`src/rtl/alu_divider_if.sv`:
```
// Handshake and result bundle between the execute-stage control and the iterative divider.
// The requester drives the master side and the divider drives the slave side.
interface alu_divider_if #(
    parameter int WIDTH = 32
);
    logic             Start;
    logic             Signed;
    logic [WIDTH-1:0] A;
    logic [WIDTH-1:0] B;
    logic             Busy;
    logic             Done;
    logic [WIDTH-1:0] Quotient;
    logic [WIDTH-1:0] Remainder;
    logic             DivByZero;
    logic [3:0]       ALUFlags;

    modport master (
        output Start, Signed, A, B,
        input  Busy, Done, Quotient, Remainder, DivByZero, ALUFlags
    );

    modport slave (
        input  Start, Signed, A, B,
        output Busy, Done, Quotient, Remainder, DivByZero, ALUFlags
    );
endinterface

```
`src/rtl/alu_divider.sv`:
```
// Radix-2 restoring divider with a fixed WIDTH+1 cycle busy window for non-zero divisors.
// Works on unsigned magnitudes in CALC and restores the signs in a single FIX cycle.
module alu_divider #(
    parameter int WIDTH = 32
) (
    input  logic         clk,
    input  logic         reset,
    alu_divider_if.slave bus
);
    localparam int CNT_W = $clog2(WIDTH + 1);

    typedef enum logic [1:0] {
        S_IDLE,
        S_CALC,
        S_FIX,
        S_DONE
    } state_t;

    state_t             r_state;
    logic [CNT_W-1:0]   r_cnt;
    logic [WIDTH-1:0]   r_quo;
    logic [WIDTH-1:0]   r_rem;
    logic [WIDTH-1:0]   r_div;
    logic               r_neg_q;
    logic               r_neg_r;
    logic               r_busy;
    logic               r_done;
    logic [WIDTH-1:0]   r_q;
    logic [WIDTH-1:0]   r_r;
    logic               r_dz;

    logic [WIDTH:0]     w_shift;
    logic [WIDTH:0]     w_diff;
    logic               w_ge;
    logic               w_last;

    function automatic logic [WIDTH-1:0] magnitude(input logic [WIDTH-1:0] v, input logic sgn);
        return (sgn && v[WIDTH-1]) ? -v : v;
    endfunction

    function automatic logic [WIDTH-1:0] cond_neg(input logic [WIDTH-1:0] v, input logic neg);
        return neg ? -v : v;
    endfunction

    // Partial remainder stays below 2*divisor, so the borrow bit alone decides the quotient bit.
    assign w_shift = {r_rem, r_quo[WIDTH-1]};
    assign w_diff  = w_shift - {1'b0, r_div};
    assign w_ge    = ~w_diff[WIDTH];
    assign w_last  = (r_cnt == CNT_W'(WIDTH - 1));

    always_ff @(posedge clk) begin
        if (reset) begin
            r_state <= S_IDLE;
            r_cnt   <= '0;
            r_busy  <= 1'b0;
            r_done  <= 1'b0;
            r_q     <= '0;
            r_r     <= '0;
            r_dz    <= 1'b0;
        end else begin
            case (r_state)
                S_IDLE: begin
                    r_done <= 1'b0;
                    if (bus.Start) begin
                        if (bus.B == '0) begin
                            r_q     <= '1;
                            r_r     <= bus.A;
                            r_dz    <= 1'b1;
                            r_done  <= 1'b1;
                            r_state <= S_DONE;
                        end else begin
                            r_quo   <= magnitude(bus.A, bus.Signed);
                            r_div   <= magnitude(bus.B, bus.Signed);
                            r_rem   <= '0;
                            r_neg_q <= bus.Signed & (bus.A[WIDTH-1] ^ bus.B[WIDTH-1]);
                            r_neg_r <= bus.Signed & bus.A[WIDTH-1];
                            r_cnt   <= '0;
                            r_busy  <= 1'b1;
                            r_state <= S_CALC;
                        end
                    end
                end
                S_CALC: begin
                    r_rem <= w_ge ? w_diff[WIDTH-1:0] : w_shift[WIDTH-1:0];
                    r_quo <= {r_quo[WIDTH-2:0], w_ge};
                    r_cnt <= r_cnt + CNT_W'(1);
                    if (w_last) begin
                        r_state <= S_FIX;
                    end
                end
                S_FIX: begin
                    r_q     <= cond_neg(r_quo, r_neg_q);
                    r_r     <= cond_neg(r_rem, r_neg_r);
                    r_dz    <= 1'b0;
                    r_busy  <= 1'b0;
                    r_done  <= 1'b1;
                    r_state <= S_DONE;
                end
                S_DONE: begin
                    r_done  <= 1'b0;
                    r_state <= S_IDLE;
                end
                default: begin
                    r_busy  <= 1'b0;
                    r_done  <= 1'b0;
                    r_state <= S_IDLE;
                end
            endcase
        end
    end

    assign bus.Busy      = r_busy;
    assign bus.Done      = r_done;
    assign bus.Quotient  = r_q;
    assign bus.Remainder = r_r;
    assign bus.DivByZero = r_dz;
    assign bus.ALUFlags  = {r_q[WIDTH-1], (r_q == '0), 2'b00};
endmodule

```
`src/flat_wrapper.sv`:
```
// flat-port wrapper written by rule: the top's interface ports become plain ports
module alu_divider_flat 
#(
    parameter int WIDTH = 32
)
  (clk, reset, bus_Start, bus_Signed, bus_A, bus_B, bus_Busy, bus_Done, bus_Quotient, bus_Remainder, bus_DivByZero, bus_ALUFlags);
  alu_divider_if #(.WIDTH(WIDTH)) bus_i ();
  input  logic clk;
  input  logic reset;
  input wire logic [$bits(bus_i.Start)-1:0] bus_Start;
  input wire logic [$bits(bus_i.Signed)-1:0] bus_Signed;
  input wire logic [$bits(bus_i.A)-1:0] bus_A;
  input wire logic [$bits(bus_i.B)-1:0] bus_B;
  output wire logic [$bits(bus_i.Busy)-1:0] bus_Busy;
  output wire logic [$bits(bus_i.Done)-1:0] bus_Done;
  output wire logic [$bits(bus_i.Quotient)-1:0] bus_Quotient;
  output wire logic [$bits(bus_i.Remainder)-1:0] bus_Remainder;
  output wire logic [$bits(bus_i.DivByZero)-1:0] bus_DivByZero;
  output wire logic [$bits(bus_i.ALUFlags)-1:0] bus_ALUFlags;
  assign bus_i.Start = bus_Start;
  assign bus_i.Signed = bus_Signed;
  assign bus_i.A = bus_A;
  assign bus_i.B = bus_B;
  assign bus_Busy = bus_i.Busy;
  assign bus_Done = bus_i.Done;
  assign bus_Quotient = bus_i.Quotient;
  assign bus_Remainder = bus_i.Remainder;
  assign bus_DivByZero = bus_i.DivByZero;
  assign bus_ALUFlags = bus_i.ALUFlags;
  alu_divider #(.WIDTH(WIDTH)) u_core (.clk(clk), .reset(reset), .bus(bus_i));
endmodule
```
`config.mk`:
```
export PLATFORM = sky130hd
export DESIGN_NAME = alu_divider_flat
export DESIGN_NICKNAME = d
export VERILOG_FILES = /design/src/rtl/alu_divider_if.sv /design/src/rtl/alu_divider.sv /design/src/flat_wrapper.sv
export SDC_FILE = /design/constraint.sdc
export NUM_CORES = 1
export LEC_CHECK = 0
export ABC_CLOCK_PERIOD_IN_PS = 11300
export BUFFER_PORTS_ARGS = -buffer_cell sky130_fd_sc_hd__buf_2
export CAP_MARGIN = 15
export CORE_AREA = 4 4 189 191
export CTS_BUF_LIST = sky130_fd_sc_hd__clkbuf_2
export CTS_CLUSTER_DIAMETER = 50
export DETAILED_ROUTE_END_ITERATION = 8
export DIE_AREA = 0 0 193 195
export PLACE_DENSITY = 0.63
export SETUP_SLACK_MARGIN = 0.02
export SLEW_MARGIN = 10
export SYNTH_ARGS = -nofsm -noshare
export SYNTH_HDL_FRONTEND = slang
export SYNTH_SLANG_ARGS = --single-unit
export TNS_END_PERCENT = 20
```
`constraint.sdc`:
```
create_clock -name clk -period 11.3 [get_ports clk]
set_input_delay 2.26 -clock clk [delete_from_list [all_inputs] [get_ports clk]]
set_output_delay 2.26 -clock clk [all_outputs]
set_load 0.02 [all_outputs]
```
==> impl_metrics.py <==
metrics = {
    "placed_design": {
        "dp.final_hpwl_mm": 24.8,
        "placed_area_mm2": 0.0128,
        "gpl.final_weighted_congestion": 0.917,
        "port_buffers": 136,
    },
    "cts": {
        "tritoncts": "yes",
        "max_buffers_root_to_sink": 2,
        "ctsRootBufferMaster": "sky130_fd_sc_hd__clkbuf_2",
        "post_cts_resized": 0,
        "clock_insertion_delay_worst_skew_ps": 770,
        "post_cts_setup_buffers": 0,
        "cts_buffers": 17,
        "cts.sinks": 173,
        "htree_levels": 4,
        "cts.hold.buffers_added": 0,
        "clkTransAtPathRegs_ps": 330,
    },
    "floorplan": {
        "dieWidth_um": 193,
        "core_area_mm2": 0.0341,
        "top_level_ports": 139,
        "floorplan.die_area_mm2": 0.0376,
        "die_y_um": 195,
        "initial_utilization_pct": 34.5,
        "rows": 68,
    },
    "routing": {
        "drtIter0Drc": 692,
        "drc_markers": 0,
        "vias_per_cell": 5.26,
        "drt.antenna.violating_nets": 0,
        "firstDrtPassIters": 6,
        "wirelength_mm": 32.0,
        "vias": 9986,
        "drt-wirelength-per-cell_um": 16.8,
    },
    "power": {
        "power.density_cell_area_mw_per_mm2": 207,
        "static-leakage-power_uw": 0.00507,
        "peakVddDrop_v": 0.000121,
    },
    "setup_path": {
        "worst-endpoint-required_ps": 11720,
        "cp_data_arrival_time_ps": 5550,
        "worstRegToRegCells": 8,
        "setup.worst_path.end_class": "flop",
        "start_kind": "input pin",
        "critical_path.reg2reg.endpoint": "u_core.r_rem[25]$_SDFFCE_PN0P_",
        "timing.critical_path.slowest_stage_cell": "sky130_fd_sc_hd__nor4_1",
        "cp_num_cells": 11,
        "rr_startpoint": "u_core.r_rem[12]$_SDFFCE_PN0P_",
        "cp_top_family": "simple AND/OR/NAND/NOR gates",
        "timing.reg2reg.setup_slack_ps": 7310,
        "slowest_delay_ps": 560,
        "critical_path.n_buffers_inverters": 3,
        "worstPathCellList": "buf_2 -> inv_1 -> ha_1 -> or3b_2 -> nor4_1 -> nand3_1 -> nor3_4 -> or3_1 -> a21boi_2 -> nor2_4 -> buf_4",
        "start_to_end_type_of_the_worst_setup_path": "in -> reg",
        "crit_path_max_fanout": 64,
    },
    "min_path": {
        "min_delay_worst_endpoint": "u_core.r_cnt[5]$_SDFFE_PP0P_",
        "whs_path_depth": 2,
        "min-delay-start": "u_core.r_cnt[5]$_SDFFE_PP0P_",
        "hp-class": "reg -> reg",
    },
    "layout": {
        "post_route_cells_drive_above_1_share_pct": 16.5,
        "layout.cell_area.non_filler_mm2": 0.0131,
        "areaGrowthSynthToFinish_pct": 11.1,
        "layout.cells.most_common_list": "162 x sky130_fd_sc_hd__nor2_1, 136 x sky130_fd_sc_hd__buf_2, 106 x sky130_fd_sc_hd__a21oi_1",
        "mostFrequentLayoutCell": "sky130_fd_sc_hd__nor2_1",
        "fill_cells": 3502,
        "num-nets-final": 1538,
    },
    "run_status": {
        "result_of_the_run": "completed",
    },
    "synth": {
        "post_synth_fa_ha_maj_area_fraction_pct": 4.64,
        "post_synthesis_cell_area_mm2": 0.0118,
        "instance_count_of_the_mapped_netlist": 1330,
        "portion_of_the_post_synthesis_area_used_by_sequential_elements_pct": 37.8,
        "synth.area.mux_share_pct": 1.87,
        "synth_unique_cells": 75,
        "synthesis.area_per_instance_um2": 8.85,
        "synth_xor_xnor_area_share_pct": 10.5,
        "post_synthesis_compound_gate_area_fraction_pct": 22.3,
        "ys_warn_count": 0,
        "synth_enable_flop_cells": 98,
        "main_combinational_cell_family_by_area_after_synthesis": "compound AO/OA/AOI/OAI gates",
        "synth_ff_type": "sky130_fd_sc_hd__edfxtp_1",
        "synthSimpleGateAreaFrac_pct": 18.0,
        "synthArstFlopShare_pct": 0,
        "synth_seq_cells": 173,
    },
    "grt": {
        "grt_usage_pct": 16.5,
        "number_of_antenna_violations_at_the_first_check_in_global_routing": 4,
        "grt_max_degree": 105,
        "grt_pass1_wl_mm": 49.9,
        "first_global_vias": 9235,
        "grt_remaining_overflow": 0,
    },
    "run": {
        "drv.max_cap_violation_count": 0,
    },
    "timing": {
        "final-hold-violation-count": 0,
        "timing.final.setup_violations": 0,
        "finClkSkew_ps": 46.0,
        "timing_max_transition_violations_final": 0,
        "period_needed_ps": 5130,
        "slew-limit-headroom_pct": 34.3,
        "achievable-frequency_mhz": 195,
        "setup-tns-final_ps": 0,
        "tightestPinTransition_ps": 978,
        "ratio_of_final_minimum_period_to_clock_period_pct": 45.4,
        "unrepaired_setup_endpoints_after_global_routing": "false",
    },
}
==> synth_stat cells, types with 11 or more instances <==
cell type	number	area share, %
sky130_fd_sc_hd__ha_1	42	4.5
sky130_fd_sc_hd__nor3_1	23	0.98
sky130_fd_sc_hd__nor4_1	20	1.1
sky130_fd_sc_hd__a211oi_1	28	1.8
sky130_fd_sc_hd__o31ai_1	23	1.5
sky130_fd_sc_hd__nor2b_1	22	1.2
sky130_fd_sc_hd__xor2_1	64	4.8
sky130_fd_sc_hd__nand3_1	15	0.64
sky130_fd_sc_hd__xnor2_1	77	5.7
sky130_fd_sc_hd__nand2_1	94	3.0
sky130_fd_sc_hd__o41ai_1	16	1.2
sky130_fd_sc_hd__o21ai_0	88	3.7
sky130_fd_sc_hd__inv_1	67	2.1
sky130_fd_sc_hd__o22ai_2	30	3.2
sky130_fd_sc_hd__dfxtp_1	75	13
sky130_fd_sc_hd__a21o_1	12	0.77
sky130_fd_sc_hd__nor2_1	164	5.2
sky130_fd_sc_hd__or4_1	16	1.0
sky130_fd_sc_hd__clkbuf_1	49	1.6
sky130_fd_sc_hd__a21oi_1	106	4.5
sky130_fd_sc_hd__mux2i_1	22	1.9
sky130_fd_sc_hd__or3_1	16	0.85
sky130_fd_sc_hd__edfxtp_1	98	25
sky130_fd_sc_hd__and2_1	11	0.58
==> final cells by class <==
cell class                      instances  area (um^2)  share of cell area (%)
Multi-Input combinational cell       1023         6780                    51.8
Sequential cell                       173         4440                    34.0
Timing Repair Buffer                  145          748                    5.72
Tap cell                              455          569                    4.35
Inverter                               67          251                    1.92
Clock inverter                         15          191                    1.46
Clock buffer                           17         85.1                   0.651
Antenna cell                            3         7.51                  0.0574
==> registers in the layout (all words and copies together) (netlist names) <==
register	count
u_core.bus.Done	1
u_core.bus.Busy	1
u_core.bus.Quotient	32
u_core.r_cnt	6
u_core.r_neg_q	1
u_core.bus.Remainder	32
u_core.bus.DivByZero	1
u_core.r_quo	32
u_core.r_state	2
u_core.r_div	32
u_core.r_rem	32
u_core.r_neg_r	1
==> worst reg2reg max path: stages (launching register included) <==
cell and delay [ps]:
sky130_fd_sc_hd__edfxtp_1 570, sky130_fd_sc_hd__ha_1 540, sky130_fd_sc_hd__and4_1 260, sky130_fd_sc_hd__nand3_1 120, sky130_fd_sc_hd__or2_0 270, sky130_fd_sc_hd__o211ai_1 350
sky130_fd_sc_hd__a21oi_1 190, sky130_fd_sc_hd__or4_1 860, sky130_fd_sc_hd__o41ai_1 600
==> cells by family (layout without fill, tap and decap cells) <==
kind of cell,after synthesis,count (layout)
xor+xnor,141,141
fa+ha+maj,43,43
compound gates,380,380
flops,173,173
simple gates,435,435
buf+inv,135,244
mux,22,22
other cells,1,5
==> layer usage <==
metal  vias to the layer above  wire length (um)  part of all wire (%)  global-route usage (%)
met4                         4               867                   2.7                    4.83
li1                       5008                 -                     -                       -
met1                      4629             14900                    46                    22.9
met5                         -                24                 0.075                       0
met2                       300             14400                    45                    26.6
met3                        45              1790                   5.6                    2.48
==> worst max-delay path by stage <==
stage | from | end | slack (ps)
2_1_floorplan | bus_B[0] | u_core.r_quo[0]$_DFFE_PP_ | 4600
3_3_place_gp | bus_B[0] | u_core.r_quo[0]$_DFFE_PP_ | 5510
3_5_place_dp | bus_B[0] | u_core.r_quo[0]$_DFFE_PP_ | 5390
4_1_cts | bus_B[0] | u_core.r_rem[26]$_SDFFCE_PN0P_ | 6250
5_1_grt | bus_B[0] | u_core.r_rem[17]$_SDFFCE_PN0P_ | 6110
6_report | bus_B[0] | u_core.r_rem[19]$_SDFFCE_PN0P_ | 6170
==> report_power, final <==
group | total (uW) | internal (uW) | switching [uW]
sequential | 1000 | 851 | 151
clock | 354 | 81.9 | 272
combinational | 1350 | 523 | 824
total | 2700 | 1460 | 1250
==> metrics by stage <==
stage / power [uW] / hold WS, ps / setup WS (ps) / utilization, % / instances
after global placement: 2330 / 464 / 5510 / 37.5 / 1863
after global routing: 2910 / 541 / 6110 / 38.3 / 1897
after floorplan: 2020 / 453 / 4600 / - / 1331
final: 2700 / 504 / 6170 / 38.3 / 1898
after detailed placement: 2360 / 471 / 5390 / 37.5 / 1863
after CTS: 2710 / 505 / 6250 / 38.3 / 1895
Power figures use the tool's default switching activity.
